`src/rtl/bus_timer_if.sv`:
```
// Register-bus bundle for bus_timer: CPU-side select/strobe/address/data/lanes
// and combinational read-back data.
interface bus_timer_if;
    logic        busSel;
    logic        busWe;
    logic [31:0] busAddr;
    logic [31:0] busWData;
    logic [3:0]  Byte_Enable;
    logic [31:0] busRData;

    modport master (
        output busSel, busWe, busAddr, busWData, Byte_Enable,
        input  busRData
    );

    modport slave (
        input  busSel, busWe, busAddr, busWData, Byte_Enable,
        output busRData
    );
endinterface

```
`src/rtl/bus_timer.sv`:
```
// Memory-mapped prescaled up-counter with compare match, auto-reload/one-shot
// modes, W1C match flag and registered interrupt request.
module bus_timer (
    input  logic        clk,
    input  logic        reset,
    bus_timer_if.slave  bus,
    output logic        irq
);
    typedef enum logic {IDLE, RUN} state_t;

    state_t      state_reg, state_next;
    logic        ie_reg, ie_next;
    logic        ar_reg, ar_next;
    logic [15:0] psc_reg, psc_next;
    logic [15:0] pcnt_reg, pcnt_next;
    logic [31:0] arr_reg, arr_next;
    logic [31:0] cnt_reg, cnt_next;
    logic        mf_reg, mf_next;
    logic        irq_reg;

    logic [2:0]  reg_idx;
    logic        wr_en;
    logic        wr_ctrl, wr_psc, wr_arr, wr_status;
    logic        ctrl_lane0;
    logic        clr;
    logic        w1c;
    logic        tick;
    logic        match;
    logic [31:0] lane_mask;
    logic        unused_addr_bits;

    assign reg_idx          = bus.busAddr[4:2];
    assign unused_addr_bits = ^{bus.busAddr[31:5], bus.busAddr[1:0]};
    assign wr_en            = bus.busSel && bus.busWe;
    assign wr_ctrl          = wr_en && (reg_idx == 3'd0);
    assign wr_psc           = wr_en && (reg_idx == 3'd1);
    assign wr_arr           = wr_en && (reg_idx == 3'd2);
    assign wr_status        = wr_en && (reg_idx == 3'd4);

    generate
        for (genvar gi = 0; gi < 4; gi++) begin : g_lane
            assign lane_mask[8*gi +: 8] = {8{bus.Byte_Enable[gi]}};
        end
    endgenerate

    // All CTRL and STATUS fields live in byte lane 0.
    assign ctrl_lane0 = wr_ctrl && bus.Byte_Enable[0];
    assign clr        = ctrl_lane0 && bus.busWData[1];
    assign w1c        = wr_status && bus.Byte_Enable[0] && bus.busWData[0];

    assign tick  = (state_reg == RUN) && (pcnt_reg == psc_reg);
    assign match = tick && (cnt_reg == arr_reg);

    always_comb begin
        state_next = state_reg;
        ie_next    = ie_reg;
        ar_next    = ar_reg;
        psc_next   = psc_reg;
        pcnt_next  = pcnt_reg;
        arr_next   = arr_reg;
        cnt_next   = cnt_reg;

        if (state_reg == RUN) begin
            if (tick) begin
                pcnt_next = 16'd0;
                if (match) begin
                    cnt_next = 32'd0;
                    if (!ar_reg) begin
                        state_next = IDLE;
                    end
                end else begin
                    cnt_next = cnt_reg + 32'd1;
                end
            end else begin
                pcnt_next = pcnt_reg + 16'd1;
            end
        end

        if (wr_psc) begin
            if (bus.Byte_Enable[0]) psc_next[7:0]  = bus.busWData[7:0];
            if (bus.Byte_Enable[1]) psc_next[15:8] = bus.busWData[15:8];
        end

        if (wr_arr) begin
            arr_next = (arr_reg & ~lane_mask) | (bus.busWData & lane_mask);
        end

        // A CTRL write decides EN outright, so it also overrides a one-shot stop.
        if (ctrl_lane0) begin
            state_next = bus.busWData[0] ? RUN : IDLE;
            ie_next    = bus.busWData[2];
            ar_next    = bus.busWData[3];
            if (bus.busWData[0] && (state_reg == IDLE)) begin
                pcnt_next = 16'd0;
            end
            if (clr) begin
                cnt_next  = 32'd0;
                pcnt_next = 16'd0;
            end
        end

        // Hardware set beats software clear; CLR suppresses the set.
        mf_next = (mf_reg && !w1c) || (match && !clr);
    end

    always_ff @(posedge clk) begin
        if (reset) begin
            state_reg <= IDLE;
            ie_reg    <= 1'b0;
            ar_reg    <= 1'b0;
            psc_reg   <= 16'd0;
            pcnt_reg  <= 16'd0;
            arr_reg   <= 32'd0;
            cnt_reg   <= 32'd0;
            mf_reg    <= 1'b0;
            irq_reg   <= 1'b0;
        end else begin
            state_reg <= state_next;
            ie_reg    <= ie_next;
            ar_reg    <= ar_next;
            psc_reg   <= psc_next;
            pcnt_reg  <= pcnt_next;
            arr_reg   <= arr_next;
            cnt_reg   <= cnt_next;
            mf_reg    <= mf_next;
            irq_reg   <= mf_reg && ie_reg;
        end
    end

    assign irq = irq_reg;

    always_comb begin
        bus.busRData = 32'd0;
        case (reg_idx)
            3'd0:    bus.busRData = {28'd0, ar_reg, ie_reg, 1'b0, (state_reg == RUN)};
            3'd1:    bus.busRData = {16'd0, psc_reg};
            3'd2:    bus.busRData = arr_reg;
            3'd3:    bus.busRData = cnt_reg;
            3'd4:    bus.busRData = {31'd0, mf_reg};
            default: bus.busRData = 32'd0;
        endcase
    end
endmodule

```
`src/flat_wrapper.sv`:
```
// flat-port wrapper written by rule: the top's interface ports become plain ports
module bus_timer_flat 
  (clk, reset, irq, bus_busSel, bus_busWe, bus_busAddr, bus_busWData, bus_Byte_Enable, bus_busRData);
  bus_timer_if bus_i ();
  input  logic clk;
  input  logic reset;
  output logic irq;
  input wire logic [$bits(bus_i.busSel)-1:0] bus_busSel;
  input wire logic [$bits(bus_i.busWe)-1:0] bus_busWe;
  input wire logic [$bits(bus_i.busAddr)-1:0] bus_busAddr;
  input wire logic [$bits(bus_i.busWData)-1:0] bus_busWData;
  input wire logic [$bits(bus_i.Byte_Enable)-1:0] bus_Byte_Enable;
  output wire logic [$bits(bus_i.busRData)-1:0] bus_busRData;
  assign bus_i.busSel = bus_busSel;
  assign bus_i.busWe = bus_busWe;
  assign bus_i.busAddr = bus_busAddr;
  assign bus_i.busWData = bus_busWData;
  assign bus_i.Byte_Enable = bus_Byte_Enable;
  assign bus_busRData = bus_i.busRData;
  bus_timer u_core (.clk(clk), .reset(reset), .bus(bus_i), .irq(irq));
endmodule
```
`config.mk`:
```
export PLATFORM = sky130hd
export DESIGN_NAME = bus_timer_flat
export DESIGN_NICKNAME = d
export VERILOG_FILES = /design/src/rtl/bus_timer_if.sv /design/src/rtl/bus_timer.sv /design/src/flat_wrapper.sv
export SDC_FILE = /design/constraint.sdc
export NUM_CORES = 1
export LEC_CHECK = 0
export BUFFER_PORTS_ARGS = -buffer_cell sky130_fd_sc_hd__buf_4
export CORE_UTILIZATION = 48
export DETAILED_ROUTE_END_ITERATION = 12
export GPL_TIMING_DRIVEN = 0
export PLACE_DENSITY = 0.7
export SETUP_SLACK_MARGIN = 0.4
export SLEW_MARGIN = 20
export SYNTH_ARGS = -nofsm -noshare
export SYNTH_HDL_FRONTEND = slang
export SYNTH_SLANG_ARGS = --single-unit
export TNS_END_PERCENT = 20
```
`constraint.sdc`:
```
create_clock -name clk -period 6.5 [get_ports clk]
set_input_delay 1.3 -clock clk [delete_from_list [all_inputs] [get_ports clk]]
set_output_delay 1.3 -clock clk [all_outputs]
set_load 0.02 [all_outputs]
```
==> metrics, run 1 <==
cell count of the worst reg-to-reg path=9; sequential area share after synthesis=35.4%; Iter 0 DRT Violations=296; CORE AREA=between 10000 and 15000 sq um; die area=12300 sq um; Post-Synth XOR/XNOR Area=under 10%; pin count of the biggest net entering global routing=19; worst skew pair latency=between 0.3 and 0.4 ns; via count=around 5300; Max clock buf depth=2; RSZ-0062 raised after global routing=false; cells after synthesis=665; Avg Cell Area, Syn=8.59 sq um; Peak VDD IR=0.173 mV; postcts setup bufs=0; Adder-Cell Fraction of Synth Area=0.438%; Synth async-reset ratio=0%; main flop type after synthesis=dfxtp_1; initial antenna violation count=0; nets=819; worst endpoint required time=5.20 ns; CP max stage delay=approximately 0.76 ns; post-detail-place hpwl=12700 microns; DRT Pass-1 Iters=5; syn nets=around 740; share of layout cells above drive strength 1=~20%; Synth Cell Area=5710 sq um; DIE WIDTH=roughly 110 microns; I/O Pins=105; EDFF count, synth=0; Cell Rows=39; CTS tree=yes; Compound-Gate Fraction of Synth Area=17.5%; relative slew slack=40.3%; grt ovf=0; Final TNS setup=0 ns; largest family of logic cells by synthesized area=simple AND/OR/NAND/NOR gates; Die Ht=111 microns; # setup viols final=0; Reg clk slew, reported paths=0.07 ns; Vias/cell=slightly below 6; CP top delay family=buffers and inverters; Min Clock Period, post-route=about 4.6 ns; reg-to-reg endpoint=u_core.cnt_reg[26]; Post-Synth Simple-Gate Area=24.3%; Static Leakage=2.58 nW; CP arrival=3.29 ns; total CTS buffers=9; maximum clock frequency=218 MHz; critical path launch point type=input port; Hold Crit Class=flip-flop to flip-flop; Post-CTS Hold Fix Bufs=0; Critical Path Fanout Max=10; Detail Route Antenna Nets=0; commonest non-fill, non-tap cell in the layout=dfxtp_1; clock sinks=101; reg2reg start=u_core.cnt_reg[18]; dpl cells=877; initial core utilization=49.6%; post-synth cell types=58; Buf/Inv on CP=4; Root Driver=clkbuf_16; DRC errors left=0; P per Cell Area=265 nW/um^2; final hold viol count=0; post-route insts no fill=893; critical path type=input port to primary output; outcome=completed; post-cts repair resize count=0; worst reg-to-reg setup slack=approximately 3.9 ns; CP cell instances=clkbuf_2, buf_2, nor3b_1, clkbuf_1, a22o_1, buf_4; #FFs+latches synth=101; commonest cells after routing, fill and taps aside=dfxtp_1, buf_4, nand2_1; Ant. Diodes=0; hold path depth=2; vias in the first global route=5139; YS warnings=0; H-tree depth=3; global-route wire length before repair=26600 microns; Least-Margin Pin Slew=0.893 ns; multiplexer share of the synthesized area=7.05%; global placement routability congestion=0.919; CP Capture Type=primary output; Area Overhead vs Synth=17.6%; MaxCap Viol Count=0; Buffers on Ports=69; GRT Total Usage=27.8%; area share of the largest cell type after synthesis=35.4%; Slew Viols, Final=0; Slowest-stage cell, CP=nor3b_1; Routed Wire Length=16800 microns; post-synth top area cell=dfxtp_1; Final Cycle Share=70.7%; wire length per cell after detailed routing=18.8 microns; Synth area leaders=dfxtp_1, xnor2_1, a22oi_1, nand3_1, nand2_1; Worst Skew=0.00792 ns
-- Yosys cell counts, types with 2 or more instances --
cell	count
inv_1	11
buf_2	10
a22oi_1	35
buf_1	2
o21ai_0	12
mux4_2	2
nor4_2	5
and3_1	8
o31ai_1	2
o31ai_2	9
nand2b_1	3
xor2_1	23
nand2_1	63
nand4_1	20
clkbuf_8	3
nor2_1	54
nor4_4	3
a21oi_1	42
a21boi_0	4
a22o_1	17
nand3_1	48
ha_1	2
or4b_1	2
mux2_2	14
xnor2_1	41
buf_6	4
and2_1	10
a31oi_1	3
o41ai_1	5
dfxtp_1	101
nand3b_1	6
nor3_1	3
nor4_1	5
mux2i_1	20
o21a_1	5
nor3b_1	3
and4_1	4
o22ai_1	3
nor2b_1	6
clkbuf_1	34
-- final cells by class --
| cell class | instances | area [sq um] |
|---|---|---|
| Tap cell | 143 | 179 |
| Multi-Input combinational cell | 499 | 3370 |
| Clock inverter | 7 | 81.3 |
| Inverter | 11 | 41.3 |
| Buffer | 54 | 277 |
| Fill cell | 1047 | 4800 |
| Sequential cell | 101 | 2020 |
| Clock buffer | 9 | 225 |
| Timing Repair Buffer | 69 | 518 |
-- stage by stage --
step	cell area [sq um]	util [%]	hold slack [ns]	total power [mW]	worst slack [ns]
2_1_floorplan	5710	-	0.434	1.07	2.45
3_3_place_gp	6410	55.7	0.469	1.21	1.96
3_5_place_dp	6410	55.7	0.467	1.22	1.97
4_1_cts	6720	58.3	0.482	1.78	1.96
5_1_grt	6720	58.3	0.506	1.85	1.70
6_report	6720	58.3	0.489	1.78	1.91
-- where the power goes --
| group | total (mW) | internal, mW | switching [mW] |
|---|---|---|---|
| clock network | 0.563 | 0.304 | 0.260 |
| registers | 0.699 | 0.660 | 0.0387 |
| logic | 0.517 | 0.208 | 0.310 |
| total | 1.78 | 1.17 | 0.608 |
-- tightest hold or removal path, cell delays in order, from the launching register on --
cell and delay, ns:
dfxtp_1 0.33, nand2_1 0.06, a21oi_1 0.05
-- cells by family (layout without fill, tap and decap cells) --
family / Yosys count / in the layout
adder cells (fa/ha/maj): 2 / 2
buffers and inverters: 65 / 150
XOR/XNOR: 64 / 64
flip-flops: 101 / 101
AND/OR/NAND/NOR: 256 / 256
AO/OA/AOI/OAI: 141 / 141
multiplexers: 36 / 36
-- layer usage --
metal  up-vias  track usage [%]  part of all wire (%)  wire (microns)
met3        31             4.81                   6.1            1020
li1       2550                -                     -               -
met2       200             43.4                    45            7620
met5         -             2.92                     0               0
met1      2547             37.3                    46            7740
met4         0             12.4                   2.5             417
-- how the worst max path moves through the flow --
stage	endpoint	cells after the start	from	slack [ns]
after global placement	bus_busRData[18]	6	bus_busAddr[2]	1.96
after floorplan	bus_busRData[16]	5	bus_busAddr[2]	2.45
after detailed placement	bus_busRData[12]	7	bus_busAddr[3]	1.97
after global routing	bus_busRData[17]	6	bus_busAddr[2]	1.70
final	bus_busRData[17]	6	bus_busAddr[2]	1.91
after CTS	bus_busRData[17]	6	bus_busAddr[2]	1.96
No activity file was read; power rests on OpenSTA's default activity.
==> inputs of run 2 (changes only) <==
==> constraint.sdc (replaced) <==
create_clock -name clk -period 4.3 [get_ports clk]
set_input_delay 0.86 -clock clk [delete_from_list [all_inputs] [get_ports clk]]
set_output_delay 0.86 -clock clk [all_outputs]
set_load 0.02 [all_outputs]
==> metrics, run 2 (synthesized netlist as in run 1, its figures left out) <==
Die Ht=111 microns (unchanged); Max Used Layer=met4 (unchanged); grt ovf=0 (unchanged); wire length per cell after detailed routing=18.8 microns (about the same); initial antenna violation count=0 (unchanged); CORE AREA=11500 sq um (unchanged); worst skew pair latency=0.36 ns (about the same); DRT Pass-1 Iters=5 (unchanged); Slew Viols, Final=0 (unchanged); Ant. Diodes=0 (unchanged); via count=5360 (was 5328); relative slew slack=42.9% (was 40.3%); total CTS buffers=9 (unchanged); CP arrival=2.84 ns (was 3.29 ns); outcome=completed (unchanged); initial core utilization=49.6% (unchanged); Least-Margin Pin Slew=0.851 ns (was 0.893 ns); Met2 Routed Length=7540 microns (was 7620 microns); post-detail-place hpwl=12700 microns (unchanged); CP dominant cell by count=buf_4; Routed Wire Length=16700 microns (was 16800 microns); Detail Route Antenna Nets=0 (unchanged); CP Capture Type=primary output (unchanged); Buffers on Ports=69 (unchanged); Critical Path Fanout Max=10 (unchanged); Final TNS setup=0 ns (unchanged); share of layout cells above drive strength 1=19.9% (was 19.7%); vias in the first global route=5139 (unchanged); Iter 0 DRT Violations=314 (was 296); Worst Skew=0.00684 ns (was 0.00792 ns); maximum clock frequency=270 MHz; critical path type=input port to primary output (unchanged); worst reg-to-reg setup slack=1.71 ns (was 3.89 ns); Area after DPL=6410 sq um (unchanged); DIE WIDTH=111 microns (unchanged); clock sinks=101 (unchanged); commonest cells after routing, fill and taps aside=dfxtp_1, buf_4, nand2_1 (unchanged); Hold Crit Class=flip-flop to flip-flop (unchanged); nets=819 (unchanged); Cell Rows=39 (unchanged); Static Leakage=2.58 nW (about the same); P per Cell Area=399 nW/um^2 (was 265 nW/um^2); reg2reg start=u_core.cnt_reg[18] (unchanged); Final Cycle Share=between 80% and 90%; MaxCap Viol Count=0 (unchanged); multi-input logic area=3380 sq um (was 3370 sq um); RSZ-0062 raised after global routing=false (unchanged); postcts setup bufs=0 (unchanged); die area=12300 sq um (unchanged); hold path startpoint=u_core.mf_reg; final hold viol count=0 (unchanged); met3 wire len=1090 microns (was 1020 microns); FILL cells=1047 (unchanged); CP max stage delay=0.53 ns (was 0.76 ns); Peak VDD IR=0.262 mV (was 0.173 mV); Reg clk slew, reported paths=0.07 ns (about the same); Min Clock Period, post-route=between 3 and 4 ns; M1 wire length=7670 microns (was 7740 microns); Area Overhead vs Synth=17.6% (about the same); GRT Total Usage=27.8% (unchanged); DRC errors left=0 (unchanged); global-route wire length before repair=26600 microns (unchanged); global placement routability congestion=0.919 (unchanged); I/O Pins=105 (unchanged); endpoint of the worst hold path=u_core.irq; CP cell instances=buf_4, buf_1, clkbuf_1, mux2_2, a22oi_1, nor2_1, buf_4 (was clkbuf_2, buf_2, nor3b_1, clkbuf_1, a22o_1, buf_4); reg-to-reg endpoint=u_core.cnt_reg[26] (unchanged); H-tree depth=3 (unchanged); cell count of the worst reg-to-reg path=9 (unchanged); Root Driver=clkbuf_16 (unchanged); worst endpoint required time=3.44 ns (was 5.20 ns); Max clock buf depth=2 (unchanged); commonest non-fill, non-tap cell in the layout=dfxtp_1 (unchanged); # setup viols final=0 (unchanged); post-route cell area=6720 sq um (about the same); Slowest-stage cell, CP=clkbuf_1 (was nor3b_1); pin count of the biggest net entering global routing=19 (unchanged); hold path depth=2 (unchanged); Reg area=2020 sq um (unchanged); CTS tree=yes (unchanged); Vias/cell=6.00 (was 5.97); critical path launch point type=input port (unchanged)
[run 2: metal layers]
metal | global-route usage [%] | up-vias
met3 | 4.81 | 33
li1 | - | 2545
met5 | 2.92 | -
met2 | 43.4 | 229
met4 | 12.4 | 0
met1 | 37.3 | 2553
[run 2: repair_timing]
action | 4_1_cts | 5_1_grt
setup endpoints to repair | 0 | 2
hold buffers | 0 | 0
gates resized for setup | 0 | 1
[run 2: how the worst max path moves through the flow]
stage                        start               end  slack, ns  cells past startpoint
detailed placement  bus_busAddr[3]  bus_busRData[12]       0.65                      7
global route        bus_busAddr[3]  bus_busRData[12]       0.51                      7
CTS                 bus_busAddr[2]  bus_busRData[17]       0.64                      6
finish              bus_busAddr[3]  bus_busRData[12]       0.60                      7
global placement    bus_busAddr[2]  bus_busRData[18]       0.64                      6
floorplan           bus_busAddr[2]  bus_busRData[16]       1.13                      5
[run 2: worst max-delay path, delay by kind of cell]
family | cells | cell delay, ns
AOI/OAI and AO/OA | 1 | 0.14
muxes | 1 | 0.41
buffers and inverters | 4 | 1.34
and+or+nand+nor | 1 | 0.10
[run 2: cell type report]
cell class / count / area share (%)
well taps: 143 / 2.66
flip-flops and latches: 101 / 30.1
repair buffers: 69 / 7.71
multi-input cells: 499 / 50.3
plain buffers: 54 / 4.11
clock buffers: 9 / 3.35
clock inverters: 7 / 1.21
inverters: 11 / 0.614
[run 2: metrics by stage]
stage / setup slack, ns / std cells / hold slack (ns) / util (%) / power, mW
2_1_floorplan: 1.13 / 665 / 0.434 / - / 1.62
4_1_cts: 0.642 / 893 / 0.482 / 58.3 / 2.68
5_1_grt: 0.505 / 893 / 0.506 / 58.4 / 2.80
3_5_place_dp: 0.649 / 877 / 0.467 / 55.7 / 1.85
6_report: 0.597 / 893 / 0.489 / 58.4 / 2.69
3_3_place_gp: 0.643 / 877 / 0.469 / 55.7 / 1.82
[run 2: power breakdown]
group	switching (mW)	leakage (nW)	internal, mW	total (mW)
combinational	0.463	1.62	0.314	0.777
clock	0.393	0.147	0.459	0.852
sequential	0.0590	0.815	0.998	1.06
total	0.915	2.58	1.77	2.69
